**src/rtl/alu_pkg.sv**
```systemverilog
// Shared ALU definitions: the default datapath width, the opcode encodings and the flag bundle.
package alu_pkg;

    localparam int DATA_W_DEF = 32;

    typedef enum logic [3:0] {
        OP_ADD  = 4'b0000,
        OP_SUB  = 4'b0001,
        OP_ADDS = 4'b0010,
        OP_SUBS = 4'b0011,
        OP_CMP  = 4'b0100,
        OP_LSL  = 4'b0101,
        OP_LSR  = 4'b0110,
        OP_AND  = 4'b0111,
        OP_OR   = 4'b1000,
        OP_XOR  = 4'b1001,
        OP_MVN  = 4'b1010
    } opcode_t;

    typedef struct packed {
        logic n;
        logic z;
        logic c;
        logic v;
    } flags_t;

endpackage

```
**src/rtl/alu_adder.sv**
```systemverilog
// Shared add/subtract path: sum = a + (sub ? ~b : b) + sub.
// The carry output means "no borrow" when sub is set.
module alu_adder #(
    parameter int DATA_W = 32
) (
    input  logic [DATA_W-1:0] a,
    input  logic [DATA_W-1:0] b,
    input  logic              sub,
    output logic [DATA_W-1:0] sum,
    output logic              carry
);

    logic [DATA_W-1:0] b_eff;

    assign b_eff = sub ? ~b : b;
    assign {carry, sum} = {1'b0, a} + {1'b0, b_eff} + {{DATA_W{1'b0}}, sub};

endmodule

```
**src/rtl/alu_core.sv**
```systemverilog
// Registered ALU with NZCV flags and a single-cycle result.
// Defining ALU_SHIFT_EN compiles in the LSL/LSR opcodes; without it those codes change nothing.
module alu_core
    import alu_pkg::*;
#(
    parameter int DATA_W = DATA_W_DEF
) (
    input  logic              clk,
    input  logic              rst,
    input  logic              alu_en,
    input  logic [DATA_W-1:0] operand_a,
    input  logic [DATA_W-1:0] operand_b,
    input  logic [3:0]        alu_control,
    output logic [DATA_W-1:0] result,
    output logic              zero_flag,
    output logic              carry_flag,
    output logic              overflow_flag,
    output logic              negative_flag
);

    localparam int MSB = DATA_W - 1;

    logic [DATA_W-1:0] res_q, res_d, sum;
    flags_t            flg_q, flg_d;
    logic              sub, carry, add_v, sub_v;

    assign sub = (alu_control == OP_SUB) || (alu_control == OP_SUBS) || (alu_control == OP_CMP);

    alu_adder #(.DATA_W(DATA_W)) u_adder (
        .a     (operand_a),
        .b     (operand_b),
        .sub   (sub),
        .sum   (sum),
        .carry (carry)
    );

    assign add_v = (operand_a[MSB] == operand_b[MSB]) && (sum[MSB] != operand_a[MSB]);
    assign sub_v = (operand_a[MSB] != operand_b[MSB]) && (sum[MSB] != operand_a[MSB]);

`ifdef ALU_SHIFT_EN
    localparam int SH_W = $clog2(DATA_W);
    logic [SH_W-1:0]   shamt;
    logic [DATA_W-1:0] shl, shr;
    logic              shl_out, shr_out;

    assign shamt   = operand_b[SH_W-1:0];
    assign shl     = operand_a << shamt;
    assign shr     = operand_a >> shamt;
    // Last bit out of LSL is a[DATA_W - n]; of LSR it is a[n - 1]; only used when n != 0.
    assign shl_out = operand_a[DATA_W - 1 - (32'(shamt) - 32'd1)];
    assign shr_out = operand_a[32'(shamt) - 32'd1];
`endif

    always_comb begin
        res_d = res_q;
        flg_d = flg_q;
        case (alu_control)
            OP_ADD, OP_SUB: res_d = sum;
            OP_ADDS: begin
                res_d = sum;
                flg_d = '{n: sum[MSB], z: (sum == '0), c: carry, v: add_v};
            end
            OP_SUBS: begin
                res_d = sum;
                flg_d = '{n: sum[MSB], z: (sum == '0), c: carry, v: sub_v};
            end
            OP_CMP: flg_d = '{n: sum[MSB], z: (sum == '0), c: carry, v: sub_v};
            OP_AND: res_d = operand_a & operand_b;
            OP_OR:  res_d = operand_a | operand_b;
            OP_XOR: res_d = operand_a ^ operand_b;
            OP_MVN: res_d = ~operand_a;
`ifdef ALU_SHIFT_EN
            OP_LSL: begin
                res_d = shl;
                if (shamt != '0) flg_d.c = shl_out;
            end
            OP_LSR: begin
                res_d = shr;
                if (shamt != '0) flg_d.c = shr_out;
            end
`endif
            default: ;
        endcase
        // Logical and shift ops share the N/Z update from their result.
        case (alu_control)
            OP_AND, OP_OR, OP_XOR, OP_MVN
`ifdef ALU_SHIFT_EN
            , OP_LSL, OP_LSR
`endif
            : begin
                flg_d.n = res_d[MSB];
                flg_d.z = (res_d == '0);
            end
            default: ;
        endcase
    end

    always_ff @(posedge clk) begin
        if (rst) begin
            res_q <= '0;
            flg_q <= '0;
        end else if (alu_en) begin
            res_q <= res_d;
            flg_q <= flg_d;
        end
    end

    assign result        = res_q;
    assign negative_flag = flg_q.n;
    assign zero_flag     = flg_q.z;
    assign carry_flag    = flg_q.c;
    assign overflow_flag = flg_q.v;

endmodule

```
**config.mk**
```make
export PLATFORM = sky130hd
export DESIGN_NAME = alu_core
export DESIGN_NICKNAME = d
export VERILOG_FILES = /design/src/rtl/alu_pkg.sv /design/src/rtl/alu_adder.sv /design/src/rtl/alu_core.sv
export SDC_FILE = /design/constraint.sdc
export NUM_CORES = 1
export LEC_CHECK = 0
export CAP_MARGIN = 0
export CELL_PAD_IN_SITES_DETAIL_PLACEMENT = 1
export CELL_PAD_IN_SITES_GLOBAL_PLACEMENT = 1
export CORE_UTILIZATION = 40
export DETAILED_ROUTE_END_ITERATION = 6
export HOLD_SLACK_MARGIN = 0.05
export PLACE_DENSITY = 0.91
export SYNTH_ARGS = -nofsm -noshare
export SYNTH_HDL_FRONTEND = slang
export SYNTH_HIERARCHICAL = 1
export SYNTH_SLANG_ARGS = --single-unit
```
**constraint.sdc**
```tcl
create_clock -name clk -period 6.7 [get_ports clk]
set_input_delay 0.67 -clock clk [delete_from_list [all_inputs] [get_ports clk]]
set_output_delay 0.67 -clock clk [all_outputs]
set_load 0.01 [all_outputs]
```
---- Yosys cells after proc, flatten, opt, wreduce, memory -nomap -nowiden ----
Index checks and enable logic that the tools add are counted.
storage, ports and cells
  input port bits ......................... 71
  output and inout bits ................... 36
  flip-flop bits (word level) ............. 36
  logic and storage cells ................. 41
cells by class
  reductions and logical operators ........ 14
  bitwise logic cells ..................... 5
  mux-type cells .......................... 4
  equality and inequality tests ........... 11
  add/subtract/negate cells ............... 2
operators by type and width
  kind                  count
  $pmux W32 S5          1
  $logic_not A32 Y1     2
  $not A32 Y32          2
  $add A32 B32 Y33      1
  $add A33 B1 Y33       1
  $and A32 B32 Y32      1
  $mux W32              1
  $or A32 B32 Y32       1
  $xor A32 B32 Y32      1
  $eq A4 B4 Y1 const B  3
  $eq A4 B2 Y1 const B  2
  $eq A4 B3 Y1 const B  2
  $pmux W4 S2           1
  $reduce_or A4 Y1      2
  $eq A4 B1 Y1 const B  1
  $logic_not A4 Y1      1
  $reduce_and A2 Y1     2
  $reduce_bool A3 Y1    1
  $logic_and A1 B1 Y1   2
  $logic_or A1 B1 Y1    2
  $mux W2               1
  $ne A1 B1 Y1          2
  $reduce_bool A2 Y1    1
  $reduce_or A2 Y1      1
  $eq A1 B1 Y1          1

---- Longest topological paths before layout ----
Gate-level depths: netlist (run 1).
  depth after elaboration ................. 10
  gate-level depth with buffers ........... 25
  gate-level depth less buffers ........... 20

---- Modules after synthesis ----
Netlist (run 1), hierarchy kept.
by module, submodules not included
  module     cells an instance  area an instance (µm²)  times used
  alu_core   587                4,375.4                 1
  alu_adder  300                2,100.8                 1

---- Worst setup path after synthesis (run 1) ----
No wires, ideal clock.
  path type ............................... input-to-reg
  start ................................... in alu_control[0]
  end ..................................... reg flg_q (netlist bit zero_flag)
  data required time ...................... 6,641 ps
  arrival time ............................ 5,566 ps
  slack ................................... 1,075 ps
  setup time .............................. 59 ps
  cell stages on the path ................. 24
  path through ............................ buf_6 buf_2 buf_2 buf_1 nand2_1 a21oi_1 buf_2 clkbuf_1 xor2_1 ha_1 a211oi_1 nand2_1 o311ai_1 and3_1 nand3_1 a31oi_1 xnor2_1 o21a_1 o22ai_1 nand2_1 or4b_1 or4_1 o21ai_1 a31o_1
between the ends
  word-level cells in the longest chain between the ends .. 9
  elaborated cells on any way between the ends .. 24
ends and longest elaborated chain
  what                                               line                            RTL
  start, declared                                    alu_core.sv:13                  input logic [3:0] alu_control,
  $eq A4 B1 Y1 or $eq A4 B2 Y1 (tied branches)       alu_core.sv:27                  assign sub = (alu_control == OP_SUB) || (alu_control == OP_SUBS) || (alu_control == OP_CMP);
  $logic_or A1 B1 Y1                                 alu_core.sv:27
  $logic_or A1 B1 Y1 (*)                             alu_core.sv:27
  via sub                                            alu_core.sv:25                  logic sub, carry, add_v, sub_v;
  $mux W32                                           alu_adder.sv:15                 assign b_eff = sub ? ~b : b;
  $add A32 B32 Y33                                   alu_adder.sv:16                 assign {carry, sum} = {1'b0, a} + {1'b0, b_eff} + {{DATA_W{1'b0}}, sub};
  $add A33 B1 Y33 (*)                                alu_adder.sv:16
  via sum[31]                                        alu_core.sv:23                  logic [DATA_W-1:0] res_q, res_d, sum;
  $pmux W32 S5 or $logic_not A32 Y1 (tied branches)  --
  $logic_not A32 Y1 or $pmux W4 S2 (tied branches)   alu_core.sv:92, alu_core.sv:57
  $mux W2 (*)                                        alu_core.sv:85                  case (alu_control)
  end signal, assigned                               alu_core.sv:104                 flg_q <= flg_d;
  end, declared                                      alu_core.sv:24                  flags_t flg_q, flg_d;
The timed path passes the listed nets; every way through them passes the cells marked *. The select of a mux whose other input is x is not followed.
A chain may end at the register's enable or synchronous reset.

---- Worst setup path in the final report (run 1) ----
  start ................................... in alu_control[2]
  end ..................................... reg flg_q (netlist bit zero_flag)
The elaborated chain is that of the path after synthesis.

==> results.txt, run 1 <==
----------------------------------------------------
[Outcome]
  Run status ... complete, no violations

[Place]
  Sum of net half-perimeters after detailed placement ... 21.3 mm
  Final weighted congestion in routability-driven placement ... roughly 1.0
  Number of I/O port buffers ... 106
  Cell area after placement ... about 7600 sq um

[Global routing]
  Vias in the first global route ... about 7600
  Total global routing overflow ... 0
  Wire length of the first global-routing pass ... around 43 mm
  Antenna violations before repair ... 0
  Gr usage total ... between 30% and 40%
  Maximum number of pins on one net before global-route repair ... between 60 and 70

[Critical path]
  Slowest cell on the critical path ... sky130_fd_sc_hd__clkdlybuf4s50_1
  CP peak stage delay ... about 500 ps
  Type of element capturing the critical path ... flop
  Crit path buf inv count ... 3
  Largest delay share family, worst path ... compound AO/OA/AOI/OAI gates
  Startpoint type of the worst setup path ... input port
  Arrival time worst endpoint ... ~6500 ps
  Critical-path maximum fanout ... 26
  Cells traversed along the worst timing path ... clkdlybuf4s50_1 -> inv_1 -> or3_1 -> a21oi_4 -> buf_12 -> xor2_1 -> ha_1 -> a21o_1 -> o21bai_1 -> o311ai_1 -> and3_1 -> nand3_1 -> a31oi_1 -> xnor2_1 -> o21a_1 -> o22ai_1 -> nand2_1 -> or4b_1 -> or4_1 -> o21ai_1 -> a31o_1
  Worst setup path category ... in2reg
  Required time of the critical path ... roughly 6900 ps

[CTS]
  CTS H-tree lvls ... 2
  Number of buffers inserted to repair setup after CTS ... 0
  Number of buffers inserted for hold repair after clock tree synthesis ... 0
  CTS tree ... yes
  Number of CTS-inserted buffers ... 5
  Number of clock sinks seen by CTS ... 36
  Clk Latency, worst-skew pair ... 280 ps
  Cell at the root of the clock tree ... sky130_fd_sc_hd__clkbuf_16
  Cells resized by post-CTS repair ... 0
  Maximum buffer depth of the clock tree ... 2
  Clock slew seen by the registers of the worst setup and hold paths ... 60 ps

[Die]
  Horizontal extent of the die ... 129 um
  Die H ... between 100 and 150 um
  # rows ... 46
  Initial cell density of the core ... between 40% and 50%
  Number of ports placed on the die boundary ... 107
  Die ar. ... between 15000 and 20000 sq um
  Area of the core region ... about 16000 sq um

[Timing]
  Fraction of the cycle the final worst path needs ... a little over nine tenths
  Final Hold Fails ... 0
  RSZ-0062 raised after global routing ... no
  Final critical delay including setup and external delays ... between 6000 and 7000 ps
  Transition time of the tightest slew-check pin ... just under 900 ps
  Worst max-slew margin expressed relative to the limit ... a little over two fifths
  Final clock skew ... roughly 3.9 ps
  Final-report setup violation count ... 0
  Pins over their slew limit ... 0
  Maximum operating frequency ... 159 MHz
  Accumulated negative setup slack ... 0 ps

[Power]
  Power, Total ... ~1.3 mW
  Clk network pwr share ... approximately a fifth
  Portion of total power attributed to sequential cells ... 19.8%
  Power density over cell area ... about 160 nW/um^2
  Sw frac ... between 40% and 50%
  Maximum vdd ir drop ... around 0.13 mV
  Internal portion of total power ... just over 0.7 mW
  Net Sw Power ... between 0.5 and 0.6 mW
  Comb pwr share ... about three fifths
  Static Leak ... between 3 and 4 nW

[Cells and area]
  Net count, final ... approximately 1100
  Cell area after layout ... around 7800 sq um
  P&R area growth vs syn ... 20.3%
  Share of cells above drive strength 1 ... under 10%
  Diode insertion count for antenna repair ... 0

[Yosys]
  Dominant combinational cell family by area after synthesis ... compound AO/OA/AOI/OAI gates
  Top post-synthesis cells by area ... sky130_fd_sc_hd__ha_1 (19%), sky130_fd_sc_hd__dfxtp_1 (11%), sky130_fd_sc_hd__xor2_1 (5.8%), sky130_fd_sc_hd__inv_1 (5.0%), sky130_fd_sc_hd__a21oi_1 (4.7%)
  Cell area after synthesis ... 6480 sq um
  Proportion of synthesized area in mux cells ... less than 1%
  Nets in the synthesized netlist ... between 1000 and 1500
  Adder-Cell Fraction of Synth Area ... just under 20%
  Complex-gate fraction of the synthesized area ... between 30% and 40%
  Cell count after synthesis ... approximately 890
  Cell type contributing the most total cell area after synthesis ... sky130_fd_sc_hd__ha_1
  Number of enable flip-flop cells after synthesis ... 0
  Top cell type's share of synthesized area ... roughly a fifth
  Number of register bits inferred by synthesis ... 36
  Most used standard cells in the synthesized netlist ... sky130_fd_sc_hd__ha_1 (98), sky130_fd_sc_hd__inv_1 (87), sky130_fd_sc_hd__nor2_1 (69), sky130_fd_sc_hd__a21oi_1 (61), sky130_fd_sc_hd__nand2_1 (54)
  Number of warnings printed during yosys synthesis ... 6
  Xor/xnor share of the synthesized area ... 7.98%
  Most frequent cell after synthesis ... sky130_fd_sc_hd__ha_1
  Sequential-to-total area share from yosys stat ... around 11%
  Dominant synthesized flop cell ... sky130_fd_sc_hd__dfxtp_1
  Post-Synth Simple-Gate Area ... roughly a fifth
  Asr flop ratio synth ... 0%
  Count of cell types in the netlist ... between 80 and 90
  Avg Synthesized Cell Area ... 7.30 sq um

[Detailed routing]
  Starting DRT DRC Count ... 861
  Detail Route Antenna Nets ... 0
  Via-to-Cell Ratio ... about 6.5
  Number of design rule violations left after detail routing ... 0
  Vias after detailed routing ... approximately 7600
  Average routed wire per standard cell ... ~23 um
  Detailed Routing Iterations Pass 1 ... 6
  DRT Wirelength ... about 27 mm

[Min path]
  Type of the most critical hold path ... reg2reg

[Run]
  MaxCap Viol Count ... 0

----------------------------------------------------
worst min-delay path, cell delays in order, from the launching register on:
cell and delay [ps]:
sky130_fd_sc_hd__dfxtp_1 310, sky130_fd_sc_hd__nand2_1 50, sky130_fd_sc_hd__a21oi_1 50
flip-flops by register name (all words and copies together), names as in the netlist:
signal / flops
overflow_flag: 1
zero_flag: 1
negative_flag: 1
result: 32
carry_flag: 1
layer usage:
layer  GRT usage, %  wire length (um)  vias up
li1               -                 -     3370
met1           41.5             10900     3648
met5              0                 0        -
met4           17.3              1530        0
met2           54.9             12300      452
met3           4.67              2240      125
power groups by stage:
| stage | sequential [mW] | clock (mW) | combinational, mW |
|---|---|---|---|
| after CTS | 0.253 | 0.268 | 0.735 |
| after global placement | 0.256 | 0 | 0.702 |
| after global routing | 0.256 | 0.277 | 0.812 |
| final | 0.255 | 0.270 | 0.760 |
| after floorplan | 0.258 | 0 | 0.455 |
| after detailed placement | 0.257 | 0 | 0.729 |
placed cells by master (no fill, tap or decap), types with 9 or more instances in the layout:
cell                                n
sky130_fd_sc_hd__clkdlybuf4s50_1  104
sky130_fd_sc_hd__ha_1              98
sky130_fd_sc_hd__inv_1             87
sky130_fd_sc_hd__nor2_1            68
sky130_fd_sc_hd__a21oi_1           60
sky130_fd_sc_hd__nand2_1           54
sky130_fd_sc_hd__o21ai_0           50
sky130_fd_sc_hd__xor2_1            43
sky130_fd_sc_hd__dfxtp_1           36
sky130_fd_sc_hd__or3_1             22
sky130_fd_sc_hd__nor2b_1           20
sky130_fd_sc_hd__nor4_1            20
sky130_fd_sc_hd__o221a_2           19
sky130_fd_sc_hd__nor3_1            16
sky130_fd_sc_hd__xnor2_1           16
sky130_fd_sc_hd__a211oi_1          14
sky130_fd_sc_hd__nand4_1           13
sky130_fd_sc_hd__a22oi_1           13
sky130_fd_sc_hd__nand3_1           13
sky130_fd_sc_hd__o22a_1            11
sky130_fd_sc_hd__a22o_1            10
sky130_fd_sc_hd__a31oi_1            9
sky130_fd_sc_hd__nand2b_1           9
sky130_fd_sc_hd__o211ai_1           9
cells by family (layout without fill, tap and decap cells):
group / count (synthesis) / in the layout
AO/OA/AOI/OAI: 285 / 285
XOR/XNOR: 59 / 59
adder cells (fa/ha/maj): 99 / 99
buffers and inverters: 144 / 213
flip-flops: 36 / 36
multiplexers: 2 / 2
AND/OR/NAND/NOR: 262 / 262
area by class of cell:
type                            count  area [sq um]
Fill cell                        1993          8040
Multi-Input combinational cell    707          5160
Sequential cell                    36           721
Clock buffer                        6           129
Clock inverter                      2          35.0
Tap cell                          216           270
Inverter                           90           338
Timing Repair Buffer              115          1130
stage by stage:
| step | worst slack, ps | util [%] | hold slack (ps) | cells |
|---|---|---|---|---|
| 4_1_cts | 546 | 49.2 | 460 | 1172 |
| 3_5_place_dp | 312 | 48.2 | 451 | 1164 |
| 3_3_place_gp | 560 | 48.2 | 452 | 1164 |
| 5_1_grt | 260 | 49.2 | 495 | 1172 |
| 6_report | 403 | 49.2 | 459 | 1172 |
| 2_1_floorplan | 1070 | - | 481 | 887 |
path summary, 6_finish.rpt:
path	from	to	slack, ps	cells after the start
setup / recovery	alu_control[2]	zero_flag$_SDFFE_PP0P_	400	21
hold / removal	overflow_flag$_SDFFE_PP0P_	overflow_flag$_SDFFE_PP0P_	460	2
setup reg to reg	result[16]$_SDFFE_PP0P_	zero_flag$_SDFFE_PP0P_	4710	6
hold reg to reg	overflow_flag$_SDFFE_PP0P_	overflow_flag$_SDFFE_PP0P_	460	2
No activity file was read; power rests on OpenSTA's default activity.
==> run 2, diff against run 1 <==
--- a/config.mk
+++ b/config.mk
@@ -9,9 +9,11 @@
 export CELL_PAD_IN_SITES_DETAIL_PLACEMENT = 1
 export CELL_PAD_IN_SITES_GLOBAL_PLACEMENT = 1
 export CORE_UTILIZATION = 40
+export CTS_BUF_LIST = sky130_fd_sc_hd__clkbuf_8 sky130_fd_sc_hd__clkbuf_16
 export DETAILED_ROUTE_END_ITERATION = 6
 export HOLD_SLACK_MARGIN = 0.05
 export PLACE_DENSITY = 0.91
+export SLEW_MARGIN = 30
 export SYNTH_ARGS = -nofsm -noshare
 export SYNTH_HDL_FRONTEND = slang
 export SYNTH_HIERARCHICAL = 1
==> run 2 against run 1 <==
  * Wire length is 0.57% higher
  * Core utilization stayed put
  * Sequential share of layout area stayed put
  * Clock-buffer cell count is 1 lower
  * Clock skew is 1.9 ps higher
  * Maximum frequency is 0.70% higher
  * Critical endpoint unchanged
  * Largest power group unchanged
==> results.txt, run 2 (synthesized netlist as in run 1, its figures left out) <==
----------------------------------------------------
[Critical path]
  Type of element capturing the critical path ... flop
  Cells traversed along the worst timing path ... clkdlybuf4s50_1 -> inv_1 -> or3_1 -> a21oi_4 -> buf_12 -> xor2_1 -> ha_1 -> a21o_1 -> o21bai_1 -> o311ai_1 -> and3_1 -> nand3_1 -> a31oi_1 -> xnor2_1 -> o21a_1 -> o22ai_1 -> nand2_1 -> or4b_1 -> or4_1 -> o21ai_1 -> a31o_1
  Critical register-to-register path startpoint ... result[16]$_SDFFE_PP0P_
  Largest delay share family, worst path ... compound AO/OA/AOI/OAI gates
  Critical-path maximum fanout ... 26
  Startpoint type of the worst setup path ... input port
  CP peak stage delay ... roughly 500 ps
  Number of cells on the worst reg-to-reg path ... 6
  Required time of the critical path ... ~7000 ps
  Slowest cell on the critical path ... sky130_fd_sc_hd__clkdlybuf4s50_1
  Arrival time worst endpoint ... ~6500 ps
  Crit path buf inv count ... 3
  Worst setup path category ... in2reg
  Reg2Reg Setup Slack ... approximately 4700 ps
  Reg-to-reg endpoint ... zero_flag$_SDFFE_PP0P_

[Timing]
  Pins over their slew limit ... 0
  Maximum operating frequency ... between 150 and 200 MHz
  RSZ-0062 raised after global routing ... no
  Worst max-slew margin expressed relative to the limit ... ~42%
  Final critical delay including setup and external delays ... 6250 ps
  Final setup margin ... 447 ps
  Accumulated negative setup slack ... 0 ps
  Final clock skew ... 5.83 ps
  Final-report setup violation count ... 0
  Fraction of the cycle the final worst path needs ... 93.3%
  Transition time of the tightest slew-check pin ... 876 ps
  Final Hold Fails ... 0

[Detailed routing]
  Number of design rule violations left after detail routing ... 0
  DRT Wirelength ... roughly 27 mm
  Starting DRT DRC Count ... 857
  Detailed Routing Iterations Pass 1 ... 5
  Via-to-Cell Ratio ... 6.48
  Detail Route Antenna Nets ... 0
  Vias after detailed routing ... roughly 7600
  Average routed wire per standard cell ... approximately 23 um

[CTS]
  Clock slew seen by the registers of the worst setup and hold paths ... ~60 ps
  Number of buffers inserted for hold repair after clock tree synthesis ... 0
  Clk Latency, worst-skew pair ... between 200 and 300 ps
  Maximum buffer depth of the clock tree ... 2
  Number of buffers inserted to repair setup after CTS ... 0
  Cell at the root of the clock tree ... sky130_fd_sc_hd__clkbuf_16
  Number of CTS-inserted buffers ... 5
  CTS H-tree lvls ... 2
  Number of clock sinks seen by CTS ... 36
  Cells resized by post-CTS repair ... 0
  CTS tree ... yes

[Die]
  Number of ports placed on the die boundary ... 107
  Area of the core region ... about 16000 sq um
  # rows ... 46
  Die H ... about 130 um
  Initial cell density of the core ... 40.9%
  Horizontal extent of the die ... about 130 um
  Die ar. ... 16700 sq um

[Place]
  Sum of net half-perimeters after detailed placement ... approximately 21 mm
  Final weighted congestion in routability-driven placement ... 1.04
  Number of I/O port buffers ... between 100 and 150
  Setup WS pre-CTS ... ~310 ps
  Cell area after placement ... 7620 sq um

[Min path]
  WHS Endpoint ... overflow_flag$_SDFFE_PP0P_
  Type of the most critical hold path ... reg2reg
  Hold-critical path depth ... 2
  Hold path startpoint ... overflow_flag$_SDFFE_PP0P_

[Run]
  MaxCap Viol Count ... 0

[Power]
  Sw frac ... a little under half
  Power density over cell area ... between 150 and 200 nW/um^2
  Internal portion of total power ... around 0.7 mW
  Maximum vdd ir drop ... 0.125 mV
  Comb pwr share ... roughly 60%
  Static Leak ... roughly 3.4 nW
  Portion of total power attributed to sequential cells ... between 10% and 20%
  Clk network pwr share ... around a fifth
  Net Sw Power ... just under 0.6 mW

[Global routing]
  Vias in the first global route ... 7619
  Antenna violations before repair ... 0
  Maximum number of pins on one net before global-route repair ... 66
  Wire length of the first global-routing pass ... ~43 mm
  Total global routing overflow ... 0
  Gr usage total ... between 30% and 40%

[Cells and area]
  Share of cells above drive strength 1 ... between 6 and 7%
  P&R area growth vs syn ... 20.3%
  Cell area after layout ... roughly 7800 sq um
  Final standard cell utilization of the core ... about half
  Sequential cell area ... just over 700 sq um
  Diode insertion count for antenna repair ... 0
  Total area of multi-input combinational cells ... 5160 sq um
  Most common cell after layout, fill and taps aside ... sky130_fd_sc_hd__clkdlybuf4s50_1
  Net count, final ... 1125
  Total of fill cells in the finished design ... 1993
  Number of flip-flops in the largest register ... 32
  Most frequent cells in the layout ... sky130_fd_sc_hd__clkdlybuf4s50_1 (104), sky130_fd_sc_hd__ha_1 (98), sky130_fd_sc_hd__inv_1 (88)

[Outcome]
  Run status ... complete, no violations

----------------------------------------------------
## run 2: cell types whose count changed in the layout (fill, tap and decap cells not counted)
cell	previous run	this run
sky130_fd_sc_hd__clkbuf_1	1	0
sky130_fd_sc_hd__inv_1	87	88
## run 2: power groups by stage
stage	logic [mW]	registers, mW	clock network, mW
floorplan	0.455	0.258	0
global placement	0.702	0.256	0
detailed placement	0.729	0.257	0
CTS	0.735	0.253	0.267
global route	0.812	0.256	0.276
finish	0.760	0.255	0.269
## run 2: per-stage QoR
| stage | hold slack [ps] | cells | total power, mW |
|---|---|---|---|
| 2_1_floorplan | 481 | 887 | 0.713 |
| 3_3_place_gp | 452 | 1164 | 0.958 |
| 3_5_place_dp | 451 | 1164 | 0.986 |
| 4_1_cts | 460 | 1172 | 1.25 |
| 5_1_grt | 495 | 1172 | 1.34 |
| 6_report | 459 | 1172 | 1.28 |
## run 2: area by class of cell
class / count / area share [%]
repair buffers: 115 / 14.5
clock buffers: 5 / 1.61
inverters: 90 / 4.34
flip-flops and latches: 36 / 9.25
well taps: 216 / 3.47
clock inverters: 3 / 0.498
multi-input cells: 707 / 66.3
## run 2: routing by layer
| metal | routed length, um | track usage (%) | up-vias | part of all wire, % |
|---|---|---|---|---|
| li1 | - | - | 3368 | - |
| met2 | 12500 | 54.9 | 464 | 46 |
| met4 | 1510 | 17.3 | 0 | 5.6 |
| met3 | 2180 | 4.67 | 124 | 8.0 |
| met1 | 11000 | 41.5 | 3635 | 41 |
| met5 | 0 | 0 | - | 0 |
## run 2: how the worst max path moves through the flow
stage / start / to / slack (ps) / cells after the start
final: alu_control[2] / zero_flag$_SDFFE_PP0P_ / 450 / 21
after global routing: alu_control[2] / zero_flag$_SDFFE_PP0P_ / 260 / 21
after CTS: alu_control[2] / zero_flag$_SDFFE_PP0P_ / 550 / 21
after detailed placement: alu_control[2] / zero_flag$_SDFFE_PP0P_ / 310 / 21
after global placement: alu_control[2] / zero_flag$_SDFFE_PP0P_ / 560 / 21
after floorplan: alu_control[0] / zero_flag$_SDFFE_PP0P_ / 1070 / 24
## run 2: tightest hold or removal path, delay by kind of cell (launching register included)
| kind | cells | cell delay (ps) |
|---|---|---|
| and+or+nand+nor | 1 | 50 |
| DFF | 1 | 310 |
| AOI/OAI and AO/OA | 1 | 50 |
